### src/rtl/instruction_fetch_unit.sv
// Instruction fetch unit: issues word reads to instruction memory and buffers
// the returned words with their addresses in a 2-entry prefetch queue.
module instruction_fetch_unit #(
  parameter logic [31:0] RESET_VECTOR = 32'h0000_0000,
  parameter logic [31:0] NOP_WORD     = 32'hE1A0_0000
) (
  input  logic        clk,
  input  logic        reset,
  output logic [31:0] mem_addr,
  output logic        mem_read_req,
  input  logic        mem_read_ack,
  input  logic [31:0] mem_read_data,
  input  logic        branch_taken,
  input  logic [31:0] branch_target,
  output logic        instr_valid,
  output logic [31:0] instr_data,
  output logic [31:0] instr_pc,
  input  logic        instr_ready
);

  localparam logic [1:0] S_IDLE    = 2'd0;
  localparam logic [1:0] S_REQ     = 2'd1;
  localparam logic [1:0] S_DISCARD = 2'd2;

  localparam logic [31:0] RESET_PC = {RESET_VECTOR[31:2], 2'b00};

  logic [1:0]  state_q, state_d;
  logic [1:0]  count_q, count_d;
  logic [31:0] fetch_pc_q, fetch_pc_d;
  logic [31:0] mem_addr_q, mem_addr_d;
  logic        req_q, req_d;
  logic [31:0] word_q [2];
  logic [31:0] word_d [2];
  logic [31:0] pc_q   [2];
  logic [31:0] pc_d   [2];

  logic        pop;
  logic        ack;
  logic [1:0]  count_pop;
  logic [31:0] target_aligned;
  logic [31:0] fetch_pc_inc;

  assign pop            = (count_q != 2'd0) && instr_ready;
  assign ack            = mem_read_ack && (state_q != S_IDLE);
  assign count_pop      = count_q - {1'b0, pop};
  assign target_aligned = branch_target & 32'hFFFF_FFFC;
  assign fetch_pc_inc   = fetch_pc_q + 32'd4;

  // NOTE: every signal written here gets a default first, so no path through
  // the block leaves one unassigned and no latch is inferred.
  always_comb begin
    state_d    = state_q;
    count_d    = count_q;
    fetch_pc_d = fetch_pc_q;
    mem_addr_d = mem_addr_q;
    word_d     = word_q;
    pc_d       = pc_q;

    if (branch_taken) begin
      // A redirect wins over pop and push: the queue simply empties.
      count_d    = 2'd0;
      fetch_pc_d = target_aligned;
      if ((state_q != S_IDLE) && !ack) begin
        // The old request cannot be withdrawn; its data is dropped on arrival.
        state_d = S_DISCARD;
      end else begin
        state_d    = S_REQ;
        mem_addr_d = target_aligned;
      end
    end else begin
      if (pop) begin
        word_d[0] = word_q[1];
        pc_d[0]   = pc_q[1];
      end
      count_d = count_pop;

      case (state_q)
        S_IDLE: begin
          if (count_pop < 2'd2) begin
            state_d    = S_REQ;
            mem_addr_d = fetch_pc_q;
          end
        end
        S_REQ: begin
          if (ack) begin
            // The new entry lands behind whatever survives this edge's pop.
            word_d[count_pop[0]] = mem_read_data;
            pc_d[count_pop[0]]   = fetch_pc_q;
            count_d              = count_pop + 2'd1;
            fetch_pc_d           = fetch_pc_inc;
            if (count_pop == 2'd0) begin
              mem_addr_d = fetch_pc_inc;
            end else begin
              state_d = S_IDLE;
            end
          end
        end
        S_DISCARD: begin
          if (ack) begin
            state_d    = S_REQ;
            mem_addr_d = fetch_pc_q;
          end
        end
        default: state_d = S_IDLE;
      endcase
    end
  end

  assign req_d = (state_d != S_IDLE);

  // NOTE: sequential state uses non-blocking assignments so every register
  // samples the pre-edge values regardless of statement order.
  always_ff @(posedge clk or negedge reset) begin
    if (!reset) begin
      state_q    <= S_IDLE;
      count_q    <= 2'd0;
      fetch_pc_q <= RESET_PC;
      mem_addr_q <= RESET_PC;
      req_q      <= 1'b0;
    end else begin
      state_q    <= state_d;
      count_q    <= count_d;
      fetch_pc_q <= fetch_pc_d;
      mem_addr_q <= mem_addr_d;
      req_q      <= req_d;
    end
  end

  // NOTE: queue storage is deliberately not reset; count_q alone decides
  // which entries are meaningful, so stale contents are never observed.
  always_ff @(posedge clk) begin
    word_q <= word_d;
    pc_q   <= pc_d;
  end

  assign mem_read_req = req_q;
  assign mem_addr     = mem_addr_q;
  assign instr_valid  = (count_q != 2'd0);
  assign instr_data   = instr_valid ? word_q[0] : NOP_WORD;
  assign instr_pc     = instr_valid ? pc_q[0] : fetch_pc_q;

endmodule
### config.mk
export PLATFORM = sky130hd
export DESIGN_NAME = instruction_fetch_unit
export DESIGN_NICKNAME = d
export VERILOG_FILES = /design/src/rtl/instruction_fetch_unit.sv
export SDC_FILE = /design/constraint.sdc
export NUM_CORES = 1
export LEC_CHECK = 0
export BUFFER_PORTS_ARGS = -buffer_cell sky130_fd_sc_hd__buf_2
export CORE_MARGIN = 2
export CORE_UTILIZATION = 50
export CTS_CLUSTER_DIAMETER = 80
export DETAILED_ROUTE_END_ITERATION = 7
export PLACE_DENSITY = 0.82
export SLEW_MARGIN = 40
export SYNTH_ARGS = -nofsm -noshare
export SYNTH_HDL_FRONTEND = slang
export SYNTH_SLANG_ARGS = --single-unit
### constraint.sdc
create_clock -name clk -period 6.8 [get_ports clk]
set_clock_uncertainty 0.1 [all_clocks]
set_input_delay 1.7 -clock clk [delete_from_list [all_inputs] [get_ports clk]]
set_output_delay 1.7 -clock clk [all_outputs]
set_load 0.05 [all_outputs]
==> results.py <==
metrics = {
    "timing": {
        "final_max_slew_viol_count": 0,
        "fmax_mhz": 225.1,
        "tightest_slew_ns": 0.7974,
        "relSlewSlack": 0.4644,
        "hold_viol": 0,
        "grt_setup_unrepaired": "no",
        "min_period_ns": 4.442,
        "setup_viol": 0,
        "tns_ns": 0,
        "post-route-period-util": 0.6533,
    },
    "synth": {
        "synth.area.top_cells": "edfxtp_1 (39%), dfrtp_1 (17%), mux2i_1 (8.3%)",
        "ys_types": 55,
        "synth_enable_flop_cells": 126,
        "synth-seq-cells": 192,
        "synth_warnings": 0,
        "synth-main-ff-cell": "edfxtp_1",
        "synthCells": 866,
        "seq_area_frac_synth": 0.5564,
        "async_reset_ff_frac": 0.3438,
        "synth.top_cell.area_share": 0.3873,
        "synth.largest_area_cell": "edfxtp_1",
        "synth_common_cells": "edfxtp_1 (126), nor2_1 (87), a21oi_1 (82), mux2i_1 (81), dfrtp_1 (66)",
        "syn_nets": 941,
        "synthMostInstantiatedCell": "edfxtp_1",
        "syn_avg_cell_area_sq_um": 11.28,
        "synth_area_sq_um": 9769,
    },
    "clock_tree": {
        "cts_setup_buffers": 0,
        "clock_latency_ns": 0.43,
        "cts.repair.resized": 0,
        "htreeDepth": 4,
        "cts_hold_buf": 0,
        "clockBufferDepth": 2,
        "cts_made_buffers": 17,
        "cts-root-buf": "clkbuf_16",
        "clock-sinks": 192,
        "clk_pin_slew_ns": 0.07,
        "cts_tree": "yes",
    },
    "power": {
        "peakVddDrop_v": 0.0002827,
        "clockPowerShare": 0.190,
        "swShare": 0.4549,
        "p_seq_frac": 0.335,
        "leakage_uw": 0.004868,
        "p_switching_uw": 2450,
        "p_int_uw": 2936,
        "power_per_cell_area_nw_per_um2": 474.1,
        "combinationalPowerShare": 0.475,
    },
    "global_route": {
        "grt_first_pass_wirelength_um": 34870,
        "antenna_found_initial": 0,
        "grt_pass1_vias": 6681,
        "grt_max_degree": 70,
        "gr-total-overflow": 0,
        "grt_usage": 0.2194,
    },
    "critical_path": {
        "critPathMaxFanout": 65,
        "cp.required_ns": 5.00,
        "r2r_end": "mem_addr[6]",
        "crit_path_end_kind": "output pin",
        "r2r_start": "count_q[1]",
        "critPathLaunchType": "flop",
        "r2r_cells": 10,
        "crit_type": "reg2out",
        "r2r_setup_slack_ns": 2.72,
        "cp.arrival_ns": 2.64,
    },
    "detailed_routing": {
        "dr.pass1.iters": 6,
        "vias": 6951,
        "vias_per_cell": 5.478,
        "drt_iter0_markers": 529,
        "wirelength_um": 22320,
        "antenna_left": 0,
        "drcViolationCount": 0,
        "wl_per_cell_um": 17.59,
    },
    "floorplanning": {
        "fp.dieH_um": 143.8,
        "io_pins": 167,
        "dieArea_sq_um": 20670,
        "rows": 51,
        "start_util": 0.5053,
        "die_x_um": 143.8,
        "fp.coreArea_sq_um": 19330,
    },
    "cells_and_area": {
        "drive_gt1_frac": 0.2570,
        "multi_input_area_sq_um": 3998,
        "n_fill_cell": 1578,
        "seq_area_sq_um": 5435,
        "antennaDiodeCount": 0,
        "final_util": 0.5876,
        "finalNetCount": 1066,
        "syn_to_final_growth_pct": 16.29,
    },
    "hold_path": {
        "hold_path.class": "reg2reg",
        "min_from": "mem_addr[2]",
        "hold_end": "mem_addr[2]",
        "whs_path_depth": 2,
    },
    "job": {
        "drv_cap": 0,
    },
    "place": {
        "gp_congestion": 0.9022,
        "dpl.hpwl_um": 15040,
        "io_buffers": 164,
    },
    "outcome": {
        "status": "finished, final reports clean",
    },
}
==> critical path, stage by stage (launching register included) <==
cell	delay, ns
dfrtp_1	0.42
nor2_1	0.46
inv_2	0.13
buf_4	0.37
o21ai_0	0.46
buf_2	0.35
==> cells in the final DEF (no fill, tap or decap), types with 4 or more instances in the layout <==
| cell | Yosys | layout |
|---|---|---|
| xor2_1 | 42 | 42 |
| nand2b_1 | 15 | 15 |
| a32o_1 | 4 | 4 |
| a21oi_1 | 82 | 82 |
| o21ai_1 | 6 | 6 |
| buf_2 | 22 | 163 |
| ha_1 | 6 | 6 |
| nor3_1 | 7 | 6 |
| nor4_1 | 7 | 7 |
| edfxtp_1 | 126 | 126 |
| o21ai_0 | 23 | 23 |
| nor2_1 | 87 | 87 |
| buf_4 | 3 | 9 |
| xnor2_1 | 12 | 12 |
| nand4_1 | 22 | 22 |
| a21boi_0 | 6 | 6 |
| dfrtp_1 | 66 | 66 |
| inv_1 | 18 | 17 |
| nand2_1 | 46 | 45 |
| nand3_1 | 26 | 25 |
| mux2i_1 | 81 | 81 |
| clkbuf_16 | 0 | 17 |
| and2_1 | 31 | 31 |
| mux2_2 | 36 | 36 |
| and3_1 | 8 | 8 |
| o221ai_1 | 5 | 5 |
==> logic make-up after synthesis <==
logic type	Yosys count	share of synthesized area
flops	192	0.5564
compound gates	140	0.08235
mux	117	0.1245
simple gates	269	0.1422
buf+inv	88	0.03855
fa+ha+maj	6	0.007684
xor+xnor	54	0.04841
==> state kept, by name, indices dropped and copies added, names as in the netlist <==
name	flops
word_q	64
mem_addr	31
mem_read_req	1
count_q	2
pc_q	62
fetch_pc_q	30
state_q	2
==> layout make-up <==
type	instances	area share
Inverter	19	0.006718
Timing Repair Buffer	175	0.08073
Clock buffer	19	0.03899
Tap cell	265	0.02919
Sequential cell	192	0.4784
Clock inverter	13	0.01410
Multi-Input combinational cell	586	0.3519
==> power by group through the flow <==
stage          logic (uW)  registers [uW]  clock network, uW
2_1_floorplan        1740            2060                  0
6_report             2560            1800               1020
5_1_grt              2740            1840               1090
3_3_place_gp         2530            1800                  0
3_5_place_dp         2570            1820                  0
4_1_cts              2580            1800               1050
==> metrics by stage <==
stage	instance area (sq um)	power [uW]	std cells	setup WS (ns)	hold slack, ns
final	11360	5386	1269	2.358	0.3867
after global routing	11360	5675	1269	2.229	0.4102
after CTS	11360	5423	1269	2.388	0.3884
after detailed placement	10750	4393	1237	1.922	0.3717
after global placement	10730	4328	1235	2.010	0.3615
after floorplan	9774	3801	866	1.183	0.3196
==> worst max path at each step <==
stage,start,endpoint,slack (ns)
after detailed placement,instr_ready,mem_addr[16],1.92
after global placement,instr_ready,mem_addr[6],2.01
after global routing,instr_ready,mem_addr[5],2.23
after floorplan,instr_ready,pc_q[10],1.18
after CTS,count_q[1],instr_pc[19],2.39
final,count_q[1],instr_pc[19],2.36
==> per-layer routing <==
| metal | wire [um] | GRT usage | up-vias | part of all wire |
|---|---|---|---|---|
| met4 | 419 | 0.07637 | 0 | 0.019 |
| met5 | 0 | 0 | - | 0 |
| met1 | 10210 | 0.3050 | 3296 | 0.46 |
| li1 | - | - | 3357 | - |
| met2 | 10490 | 0.3409 | 258 | 0.47 |
| met3 | 1192 | 0.04898 | 40 | 0.053 |
Power figures use the tool's default switching activity.
